--- config.mk ---
export PLATFORM = sky130hd
export DESIGN_NAME = sframer
export DESIGN_NICKNAME = d
export VERILOG_FILES = /design/src/rtl/sframer.sv
export SDC_FILE = /design/constraint.sdc
export NUM_CORES = 1
export LEC_CHECK = 0
export BUFFER_PORTS_ARGS = -buffer_cell sky130_fd_sc_hd__buf_4
export CAP_MARGIN = 25
export CORE_MARGIN = 2
export CORE_UTILIZATION = 51
export DETAILED_ROUTE_END_ITERATION = 8
export PLACE_DENSITY = 0.78
export SKIP_CTS_REPAIR_TIMING = 1
export SLEW_MARGIN = 20
export SYNTH_ARGS = -nofsm -noshare
export SYNTH_HDL_FRONTEND = slang
export SYNTH_SLANG_ARGS = --single-unit
--- constraint.sdc ---
create_clock -name clock -period 2.6 [get_ports clock]
set_clock_uncertainty 0.05 [all_clocks]
set_input_delay 0.26 -clock clock [delete_from_list [all_inputs] [get_ports clock]]
set_output_delay 0.26 -clock clock [all_outputs]
set_load 0.01 [all_outputs]
--- src/rtl/sframer.sv ---
// sframer: fixed-length packet framer (header, payload, optional sum trailer under SFRAMER_CHECKSUM_EN)
module sframer #(
  parameter int         PACKET_WORDS = 16,
  parameter logic [7:0] SYNC         = 8'hA5
) (
  input  logic        clock,
  input  logic        reset,
  input  logic [31:0] receiver_data,
  input  logic        receiver_valid,
  output logic        receiver_ready,
  output logic [31:0] sender_data,
  output logic        sender_valid,
  input  logic        sender_ready,
  output logic        sender_last,
  output logic        busy
);
  localparam logic [15:0] PW    = 16'(PACKET_WORDS);
  localparam logic [15:0] FINAL = 16'(PACKET_WORDS - 1);
`ifdef SFRAMER_CHECKSUM_EN
  typedef enum logic [1:0] {IDLE, PAYLOAD, TRAILER} state_t;
  localparam state_t TAIL = TRAILER;
`else
  typedef enum logic [0:0] {IDLE, PAYLOAD} state_t;
  localparam state_t TAIL = IDLE;
`endif
  state_t state, state_n;
  logic [7:0] seq;
  logic [15:0] count;
  logic slot_free, hdr_go, accept, final_w, pkt_end, load, last_n;
  logic [31:0] data_n;
`ifdef SFRAMER_CHECKSUM_EN
  logic [31:0] sum;
  logic trl_go;
  assign trl_go = state == TRAILER && slot_free;
`endif
  assign slot_free = !sender_valid || sender_ready;
  assign receiver_ready = reset && state == PAYLOAD && slot_free;
  assign hdr_go = state == IDLE && receiver_valid && slot_free;
  assign accept = receiver_valid && receiver_ready;
  assign final_w = count == FINAL;
  assign busy = reset && (state != IDLE || hdr_go);
  // next state, what to load into the output slot and when the packet closes
  always_comb begin
`ifdef SFRAMER_CHECKSUM_EN
    pkt_end = trl_go;
    last_n = trl_go;
    load = hdr_go || accept || trl_go;
    data_n = hdr_go ? {SYNC, seq, PW} : trl_go ? sum : receiver_data;
`else
    pkt_end = accept && final_w;
    last_n = pkt_end;
    load = hdr_go || accept;
    data_n = hdr_go ? {SYNC, seq, PW} : receiver_data;
`endif
    state_n = hdr_go ? PAYLOAD : accept && final_w ? TAIL : pkt_end ? IDLE : state;
  end
  // state register
  always_ff @(posedge clock) begin
    if (!reset) state <= IDLE;
    else state <= state_n;
  end
  // output slot and packet bookkeeping
  always_ff @(posedge clock) begin
    if (!reset) begin
      sender_data <= '0;
      sender_valid <= 1'b0;
      sender_last <= 1'b0;
      seq <= '0;
      count <= '0;
`ifdef SFRAMER_CHECKSUM_EN
      sum <= '0;
`endif
    end else begin
      if (slot_free) sender_valid <= load;
      if (load) begin
        sender_data <= data_n;
        sender_last <= last_n;
      end
      if (hdr_go) count <= '0;
      else if (accept) count <= count + 16'd1;
      if (pkt_end) seq <= seq + 8'd1;
`ifdef SFRAMER_CHECKSUM_EN
      if (hdr_go) sum <= '0;
      else if (accept) sum <= sum + receiver_data;
`endif
    end
  end
endmodule

==> qor.csv, run 1 <==
stage,metric,value,unit
synthesis,synth-edff-count,0,
route,final_antenna_net_count,0,
cells_and_area,area_growth,29.7,%
synthesis,synthArstFlopShare,0,%
power_and_ir_drop,vdd_drop_max,0.432,mV
worst_setup_path,slowest_delay,0.66,ns
floorplanning,core-area,4790,um2
worst_setup_path,critical_path.top_delay_family,simple AND/OR/NAND/NOR gates,
synthesis,ys_warn_count,0,
floorplanning,io_pins,72,
clock_network,cts_max_level,3,
placement,hpwlAfterDp,4030,um
cells_and_area,fill_cells,400,
clock_network,clkSinkCount,59,
global_routing,grt_pass1_wl,9740,um
route,vias,2431,
worst_setup_path,reg2reg_slack,0.39,ns
timing,hold_viol,0,
synthesis,ys_ff_latch,59,
placement,io_buffers,71,
worst_setup_path,worstPathRequired,2.82,ns
clock_network,cts_root_buf,clkbuf_8,
power_and_ir_drop,pwr-share-comb,10.5,%
floorplanning,die_h,74.8,um
min_path,min_from,receiver_data[26],
worst_setup_path,cp_max_fo,28,
route,wl_per_cell,14.0,um
min_path,worstHoldEndpoint,sender_data[26],
power_and_ir_drop,power.switching,0.480,mW
worst_setup_path,cp_cell_sequence,ha_1 -> nand4_1 -> or3_1 -> or4_1 -> a21oi_1,
route,drt_iter0_drc,199,
clock_network,cts_buffers,9,
floorplanning,die-area,5600,um2
worst_setup_path,end_kind,flop,
clock_network,clk_latency,0.34,ns
flow_run,drv_cap,0,
worst_setup_path,critPathKind,reg2reg,
synthesis,yosysSeqAreaShare,46.2,%
timing,finalSetupViolCount,0,
worst_setup_path,critPathBufInv,0,
power_and_ir_drop,p_leak,1.27,nW
clock_network,cts.path.max_buffers,2,
floorplanning,row_count,25,
power_and_ir_drop,internal_power,1.57,mW
synthesis,avgSynthCellArea,8.53,um2
outcome,status,"complete, no violations",
synthesis,syn-cell-area,2560,um2
power_and_ir_drop,pwr-share-clk,43.1,%
cells_and_area,diodes,0,
global_routing,grt_max_degree,41,
power_and_ir_drop,swShare,23.4,%
timing,maxSlewViolCount,0,
timing,slew_headroom,47.0,%
min_path,hold_depth,3,
worst_setup_path,worstPathArrival,2.43,ns
timing,fin_crit_sh,84.9,%
global_routing,grtUsageTotal,22.9,%
global_routing,gr-total-overflow,0,
min_path,hp-class,in2reg,
global_routing,antenna_found_initial,0,
route,wl,6110,um
synthesis,ys_types,36,
clock_network,cts.clk_slew.worst_paths,0.06,ns
power_and_ir_drop,seq_power_share,46.3,%
floorplanning,start_util,53.5,%
cells_and_area,final_util,69.4,%
route,drtPass1Iterations,4,
timing,fin_setup_tns,0,ns
cells_and_area,drive_gt1_share,25.3,%
worst_setup_path,cp_slowest_cell,or3_1,
route,vias_per_cell,5.59,
power_and_ir_drop,cellPowerDensity,618,nW/um2
global_routing,grt_pass1_vias,2108,
route,drc,0,
timing,rsz0062_at_grt,no,
worst_setup_path,worstReg2RegStart,count[0],
worst_setup_path,worst_r2r_path_depth,5,
placement,gp_congestion,0.768,
clock_network,cts_tree,done,
synthesis,synth.net_count,338,
timing,tightest_slew,0.795,ns
cells_and_area,nets,401,
synthesis,synthCells,300,
timing,max_freq,0.453,GHz
floorplanning,die_w,74.8,um
worst_setup_path,timing.rr.end,count[10],
timing,post-route-min-period,2.21,ns
synthesis,synth_flop_cell,dfxtp_1,
worst_setup_path,cp-start-kind,flop,
-- logic make-up (layout without fill, tap and decap cells) --
| kind of cell | count (synthesis) | count (layout) | synth area share, % |
|---|---|---|---|
| XOR/XNOR | 4 | 4 | 1.37 |
| flip-flops | 59 | 59 | 46.2 |
| AND/OR/NAND/NOR | 128 | 128 | 26.0 |
| multiplexers | 9 | 9 | 3.52 |
| buffers and inverters | 28 | 96 | 4.69 |
| AO/OA/AOI/OAI | 70 | 70 | 17.3 |
| adder cells (fa/ha/maj) | 2 | 2 | 0.978 |
-- worst max-delay path by stage --
stage | from | endpoint | slack (ns) | cells past startpoint
finish | count[0] | count[10] | 0.39 | 5
detailed placement | count[0] | count[12] | 0.43 | 5
CTS | count[0] | count[12] | 0.40 | 5
floorplan | count[0] | seq[7] | 0.80 | 7
global route | count[0] | count[12] | 0.26 | 5
global placement | count[0] | seq[3] | 0.48 | 5
-- worst min-delay path: stages --
cell	delay [ns]
buf_4	0.08
nor3b_1	0.03
nor3_1	0.11
-- layout by cell type (no fill, tap or decap), drive strengths merged --
cell     synthesis  routed
xnor2            1       1
bufinv           0       2
a2bb2oi          1       1
or4             11      11
nand4            8       8
and4             3       3
o41ai            3       3
nor2            20      20
and2             2       2
or2b             1       1
clkinv           0       4
xor2             3       3
inv              3       3
nand4b           1       1
a211oi           9       9
a21bo            1       1
nand3           26      26
nor2b            1       1
o21ai            3       3
clkbuf          20      10
nor3             5       5
o21a             2       2
o31ai           12      12
mux2i            9       9
nor3b            5       5
o211ai           1       1
or3              3       3
buf              5      77
nor4             4       4
a21oi           35      35
and3             2       2
o311ai           3       3
dfxtp           59      59
nand2b           5       5
nand2           31      31
ha               2       2
-- flip-flops by register name (all words and copies together), names as in the netlist --
name	cells
state	1
sender_valid	1
count	16
seq	8
sender_last	1
sender_data	32
-- per-stage QoR --
step                area (um2)  worst slack (ns)  total power, mW  hold WS (ns)  std cells
finish                    3320             0.391             2.05         0.139        435
global route              3320             0.258             2.13         0.146        435
CTS                       3320             0.396             2.07         0.129        435
detailed placement        3110             0.428             1.19         0.395        419
global placement          3110             0.476             1.18         0.388        419
floorplan                 2560             0.798             1.08         0.359        300
-- synth_stat cells, types with 4 or more instances --
cell | n | area, um2
a211oi_1 | 9 | 67.6
a21oi_1 | 35 | 175
clkbuf_1 | 20 | 75.1
dfxtp_1 | 59 | 1180
mux2i_1 | 9 | 90.1
nand2_1 | 31 | 116
nand2b_1 | 5 | 31.3
nand3_1 | 26 | 130
nand4_1 | 8 | 50.1
nor2_1 | 20 | 75.1
nor3_1 | 5 | 25.0
nor3b_1 | 5 | 37.5
nor4_1 | 4 | 25.0
o31ai_1 | 12 | 90.1
or4_1 | 11 | 82.6
-- power groups by stage --
stage | registers, mW | logic, mW | clock network (mW)
floorplan | 0.981 | 0.0980 | 0
global placement | 0.969 | 0.215 | 0
detailed placement | 0.970 | 0.218 | 0
CTS | 0.950 | 0.218 | 0.904
global route | 0.954 | 0.238 | 0.942
finish | 0.950 | 0.216 | 0.884
-- per-layer routing --
layer	routed length (um)	track usage, %	vias to the layer above	share of wire [%]
met5	0	0	-	0
met4	143	13.3	0	2.3
li1	-	-	1230	-
met2	2820	33.3	69	46
met1	2870	31.0	1121	47
met3	280	5.62	11	4.6
-- cell type report --
| cell class | count | area [um2] | area share (%) |
|---|---|---|---|
| multi-input cells | 213 | 1260 | 37.9 |
| inverters | 3 | 11.3 | 0.339 |
| repair buffers | 77 | 578 | 17.4 |
| flip-flops and latches | 59 | 1180 | 35.6 |
| clock buffers | 10 | 128 | 3.84 |
| clock inverters | 6 | 80.1 | 2.41 |
| well taps | 67 | 83.8 | 2.53 |
Note: power is estimated with default switching activity, not from simulation.
==> run 2: changes to the inputs <==
- CORE_UTILIZATION: 51 -> 46
- PLACE_DENSITY: 0.78 -> 0.75
- clock period: 2.6 -> 1.9 ns (I/O delays scaled with it)
==> run 2 against run 1 <==
Count of clock-buffer cells in the layout up 2. First-iteration DRC count down 27%. Routed wire length up 6.7%. Utilization down 5.0 points. Final cell count up 4.8%. Die area up 10%. Worst hold slack worse by 0.064 ns.
==> qor.csv, run 2 (synthesis gave the netlist of run 1 again) <==
stage,metric,value,unit,change
route,vias_per_cell,5.44,,was 5.59
power_and_ir_drop,p_leak,1.37,nW,was 1.27 nW
route,drc,0,,unchanged
route,wl_per_cell,14.3,um,was 14.0 um
flow_run,drv_cap,0,,unchanged
route,vias,2479,,was 2431
global_routing,grtUsageMet1,26.2,%,was 31.0%
cells_and_area,drive_gt1_share,30.2,%,was 25.3%
floorplanning,core-area,5440,um2,was 4790 um2
placement,place_ws,-0.0209,ns,was 0.428 ns
cells_and_area,diodes,0,,unchanged
floorplanning,die_w,78.6,um,was 74.8 um
global_routing,grt.met3_usage,5.06,%,was 5.62%
floorplanning,die_h,78.6,um,was 74.8 um
placement,io_buffers,71,,unchanged
outcome,status,"complete, no violations",,unchanged
clock_network,cts_root_buf,clkbuf_8,,unchanged
global_routing,gr-total-overflow,0,,unchanged
cells_and_area,fill_cells,468,,was 400
clock_network,cts.clk_slew.worst_paths,0.06,ns,about the same
placement,hpwlAfterDp,4130,um,was 4030 um
timing,finalSetupViolCount,0,,unchanged
timing,hold_viol,0,,unchanged
cells_and_area,seqCellArea,1180,um2,about the same
worst_setup_path,cp-start-kind,flop,,unchanged
clock_network,cts.path.max_buffers,2,,unchanged
clock_network,cts_max_level,3,,unchanged
timing,maxSlewViolCount,0,,unchanged
cells_and_area,final_common_cell,buf_4,,unchanged
worst_setup_path,worstPathArrival,2.08,ns,was 2.43 ns
cells_and_area,reg_top3,"sender_data: 32 flops, count: 16 flops, seq: 8 flops",,unchanged
cells_and_area,largest_reg_flops,32,,unchanged
global_routing,grt_pass1_vias,2169,,was 2108
timing,post-route-min-period,1.87,ns,was 2.21 ns
cells_and_area,area_growth,36.8,%,was 29.7%
timing,max_freq,0.535,GHz,was 0.453 GHz
clock_network,cts_tree,done,,unchanged
floorplanning,start_util,47.0,%,was 53.5%
power_and_ir_drop,cellPowerDensity,734,nW/um2,was 618 nW/um2
worst_setup_path,critPathKind,reg2reg,,unchanged
timing,slew_headroom,61.2,%,was 47.0%
clock_network,clk_latency,0.33,ns,was 0.34 ns
route,drtPass1Iterations,4,,unchanged
clock_network,clkSinkCount,59,,unchanged
global_routing,grt_max_degree,40,,was 41
route,final_antenna_net_count,0,,unchanged
floorplanning,row_count,27,,was 25
placement,gp_congestion,0.811,,was 0.768
route,drt_iter0_drc,146,,was 199
min_path,hp-class,in2reg,,unchanged
floorplanning,io_pins,72,,unchanged
worst_setup_path,end_kind,flop,,unchanged
route,wl,6520,um,was 6110 um
cells_and_area,multiInputGateArea,1290,um2,was 1260 um2
clock_network,cts_buffers,9,,unchanged
timing,tightest_slew,0.581,ns,was 0.795 ns
global_routing,antenna_found_initial,0,,unchanged
floorplanning,die-area,6170,um2,was 5600 um2
worst_setup_path,cp_max_fo,7,,was 28
power_and_ir_drop,vdd_drop_max,0.352,mV,was 0.432 mV
cells_and_area,nets,418,,was 401
cells_and_area,final_cell_mix,"buf_4 (90), dfxtp_1 (57), a21oi_1 (34)",,"was buf_4 (77), dfxtp_1 (59), a21oi_1 (35)"
global_routing,gr-max-usage-layer,met2,,unchanged
timing,worst_slack,0.0316,ns,was 0.391 ns
timing,fin_crit_sh,98.3,%,was 84.9%
worst_setup_path,worstPathRequired,2.11,ns,was 2.82 ns
timing,fin_setup_tns,0,ns,unchanged
global_routing,grt_pass1_wl,9840,um,was 9740 um
global_routing,grtUsageTotal,20.1,%,was 22.9%
global_routing,grt_use_met2,31.1,%,was 33.3%
cells_and_area,regMostFlops,sender_data,,unchanged
[run 2: cell types whose count changed in the layout (fill, tap and decap cells not counted), moves of 2 or more]
cell	before	now
buf_12	0	2
buf_4	77	90
bufinv_16	2	0
clkbuf_16	0	2
dfxtp_1	59	57
dfxtp_2	0	2
or4_1	11	8
or4_4	0	3
[run 2: report_power, final]
group	total, mW	switching [mW]	internal, mW
Combinational	0.315	0.159	0.156
Clock	0.955	0.460	0.495
Sequential	1.30	0.0218	1.28
Total	2.57	0.640	1.93
[run 2: final cells by class]
class	count	share of cell area, %
repair buffers	94	21.9
inverters	3	0.322
flip-flops and latches	59	33.8
multi-input cells	213	36.8
clock buffers	12	4.15
clock inverters	3	0.429
well taps	72	2.57
[run 2: worst paths after layout]
check | startpoint | endpoint | slack (ns) | cells after the start
worst max register to register | count[1] | seq[3] | 0.03 | 6
worst min register to register | sender_data[7] | sender_data[7] | 0.40 | 2
worst min-delay path | receiver_data[31] | sender_data[31] | 0.08 | 3
worst max-delay path | count[1] | seq[3] | 0.03 | 6
[run 2: critical path: stages (launching register included)]
cell and delay (ns):
dfxtp_2 0.36, ha_4 0.14, nand4_1 0.09, or3_4 0.38
buf_12 0.15, or4_1 0.50, a21oi_1 0.14
[run 2: routing by layer]
layer / wire length [um] / vias to the layer above
li1: - / 1263
met5: 0 / -
met1: 3000 / 1127
met4: 104 / 0
met3: 404 / 9
met2: 3010 / 80
[run 2: through the flow]
stage | cell area, um2 | total power, mW | util [%] | hold slack [ns] | instances
6_report | 3500 | 2.57 | 64.4 | 0.0753 | 456
5_1_grt | 3500 | 2.68 | 64.4 | 0.0825 | 456
4_1_cts | 3390 | 2.59 | 62.2 | 0.0674 | 450
3_5_place_dp | 3230 | 1.64 | 59.3 | 0.394 | 435
3_3_place_gp | 3230 | 1.63 | 59.3 | 0.388 | 435
2_1_floorplan | 2560 | 1.48 | - | 0.289 | 300
==> run 3: changes to the inputs <==
- CORE_UTILIZATION: 46 -> 55
- PLACE_DENSITY: 0.75 -> 0.84
- clock period: 1.9 -> 2.2 ns (I/O delays scaled with it)
==> run 3 against run 2 <==
Cell area decreased by 5.5%. Worst setup slack improved by 0.20 ns. Worst hold slack improved by 0.022 ns. Count of clock-buffer cells in the layout decreased by 2. Largest cell class unchanged.
==> qor.csv, run 3 (synthesis gave the netlist of run 1 again) <==
stage,metric,value,unit,change
worst_setup_path,reg2reg_slack,0.23,ns,was 0.03 ns
worst_setup_path,critPathKind,reg2reg,,unchanged
power_and_ir_drop,power,2.42,mW,was 2.57 mW
timing,fin_crit_sh,89.6,%,was 98.3%
timing,rsz0062_at_grt,no,,
cells_and_area,seqCellArea,1180,um2,about the same
global_routing,grt.met3_usage,4.58,%,was 5.06%
cells_and_area,multiInputGateArea,1260,um2,was 1290 um2
placement,place_ws,0.256,ns,was -0.0209 ns
route,wl,6110,um,was 6520 um
route,final_antenna_net_count,0,,unchanged
worst_setup_path,worstPathArrival,2.19,ns,was 2.08 ns
cells_and_area,final_area,3310,um2,was 3500 um2
placement,dp_cells,405,,was 435
route,wl_per_cell,14.5,um,was 14.3 um
global_routing,grtUsageTotal,24.4,%,was 20.1%
placement,gp_congestion,0.764,,was 0.811
clock_network,cts_buffers,9,,unchanged
clock_network,cts_tree,done,,unchanged
worst_setup_path,cp-start-kind,flop,,unchanged
worst_setup_path,worstPathRequired,2.42,ns,was 2.11 ns
worst_setup_path,cp-endpoint,count[12],,was seq[3]
global_routing,grtUsageMet1,30.2,%,was 26.2%
placement,dpl-instance-area,3100,um2,was 3230 um2
cells_and_area,final_cell_mix,"buf_4 (78), dfxtp_1 (59), a21oi_1 (35)",,"was buf_4 (90), dfxtp_1 (57), a21oi_1 (34)"
worst_setup_path,worstReg2RegStart,count[0],,was count[1]
cells_and_area,largest_reg_flops,32,,unchanged
timing,maxSlewViolCount,0,,unchanged
route,drt_iter0_drc,142,,was 146
clock_network,cts_root_buf,clkbuf_8,,unchanged
placement,io_buffers,71,,unchanged
timing,worst_slack,0.230,ns,was 0.0316 ns
global_routing,grt_use_met2,40.6,%,was 31.1%
cells_and_area,final_util,74.9,%,was 64.4%
timing,max_freq,0.508,GHz,was 0.535 GHz
timing,post-route-min-period,1.97,ns,was 1.87 ns
worst_setup_path,end_kind,flop,,unchanged
global_routing,grt_max_degree,43,,was 40
clock_network,clk_latency,0.33,ns,about the same
clock_network,cts.path.max_buffers,2,,unchanged
global_routing,grt_pass1_wl,9920,um,was 9840 um
cells_and_area,drive_gt1_share,25.5,%,was 30.2%
cells_and_area,reg_top3,"sender_data: 32 flops, count: 16 flops, seq: 8 flops",,unchanged
cells_and_area,nets,402,,was 418
cells_and_area,stdcell_count,421,,was 456
route,drtPass1Iterations,4,,unchanged
worst_setup_path,timing.rr.end,count[12],,was seq[3]
timing,slew_headroom,62.4,%,was 61.2%
power_and_ir_drop,vdd_drop_max,0.718,mV,was 0.352 mV
min_path,hp-class,in2reg,,unchanged
global_routing,grt_pass1_vias,2307,,was 2169
timing,finalSetupViolCount,0,,unchanged
power_and_ir_drop,p_leak,1.28,nW,was 1.37 nW
global_routing,gr-max-usage-layer,met2,,unchanged
floorplanning,start_util,58.0,%,was 47.0%
floorplanning,die_h,72.2,um,was 78.6 um
route,drc,0,,unchanged
cells_and_area,diodes,0,,unchanged
cells_and_area,regMostFlops,sender_data,,unchanged
cells_and_area,final_common_cell,buf_4,,unchanged
floorplanning,die-area,5210,um2,was 6170 um2
floorplanning,core-area,4410,um2,was 5440 um2
worst_setup_path,worst_r2r_path_depth,6,,unchanged
placement,hpwlAfterDp,4020,um,was 4130 um
timing,tightest_slew,0.563,ns,was 0.581 ns
timing,hold_slack,0.0969,ns,was 0.0753 ns
route,vias,2449,,was 2479
power_and_ir_drop,cellPowerDensity,733,nW/um2,was 734 nW/um2
clock_network,cts.clk_slew.worst_paths,0.06,ns,about the same
worst_setup_path,critPathLaunch,count[0],,was count[1]
timing,fin_setup_tns,0,ns,unchanged
clock_network,clkSinkCount,59,,unchanged
flow_run,drv_cap,0,,unchanged
timing,hold_viol,0,,unchanged
floorplanning,die_w,72.2,um,was 78.6 um
global_routing,gr-total-overflow,0,,unchanged
global_routing,antenna_found_initial,0,,unchanged
worst_setup_path,cp_max_fo,28,,was 7
floorplanning,row_count,24,,was 27
cells_and_area,area_growth,29.3,%,was 36.8%
cells_and_area,fill_cells,335,,was 468
route,vias_per_cell,5.82,,was 5.44
floorplanning,io_pins,72,,unchanged
outcome,status,"complete, no violations",,unchanged
clock_network,cts_max_level,3,,unchanged
==> run 3: cell count changes in the layout (fill, tap and decap cells not counted), sizes merged <==
cell,delta
buf,-14
bufinv,+2
clkbuf,-4
clkinv,+1
==> run 3: per-layer routing <==
layer,up-vias,wire length [um]
met1,1150,2660
li1,1224,-
met2,64,3040
met5,-,0
met4,0,137
met3,11,275
==> run 3: layout make-up <==
class	count	share of cell area, %
Timing Repair Buffer	78	17.7
Tap cell	52	1.97
Inverter	3	0.340
Clock inverter	6	2.42
Multi-Input combinational cell	213	38.0
Clock buffer	10	3.86
Sequential cell	59	35.7
==> run 3: worst min-delay path by stage <==
stage | from | end | slack, ns | cells after the start
after detailed placement | sender_data[1] | sender_data[1] | 0.39 | 2
after global routing | receiver_data[29] | sender_data[29] | 0.11 | 3
after floorplan | reset | seq[5] | 0.32 | 2
final | receiver_data[29] | sender_data[29] | 0.1 | 3
after CTS | receiver_data[29] | sender_data[29] | 0.1 | 3
after global placement | sender_data[28] | sender_data[28] | 0.39 | 2
==> run 3: report_power, final <==
part	total [mW]	switching (mW)	internal, mW
Sequential	1.12	0.0198	1.10
Clock	1.05	0.417	0.630
Combinational	0.254	0.131	0.124
==> run 3: critical path, stage by stage, from the launching register on <==
cell     delay (ns)
dfxtp_1        0.36
ha_1           0.20
nand4_1        0.10
or3_1          0.31
buf_4          0.23
or4_1          0.52
a21oi_1        0.14
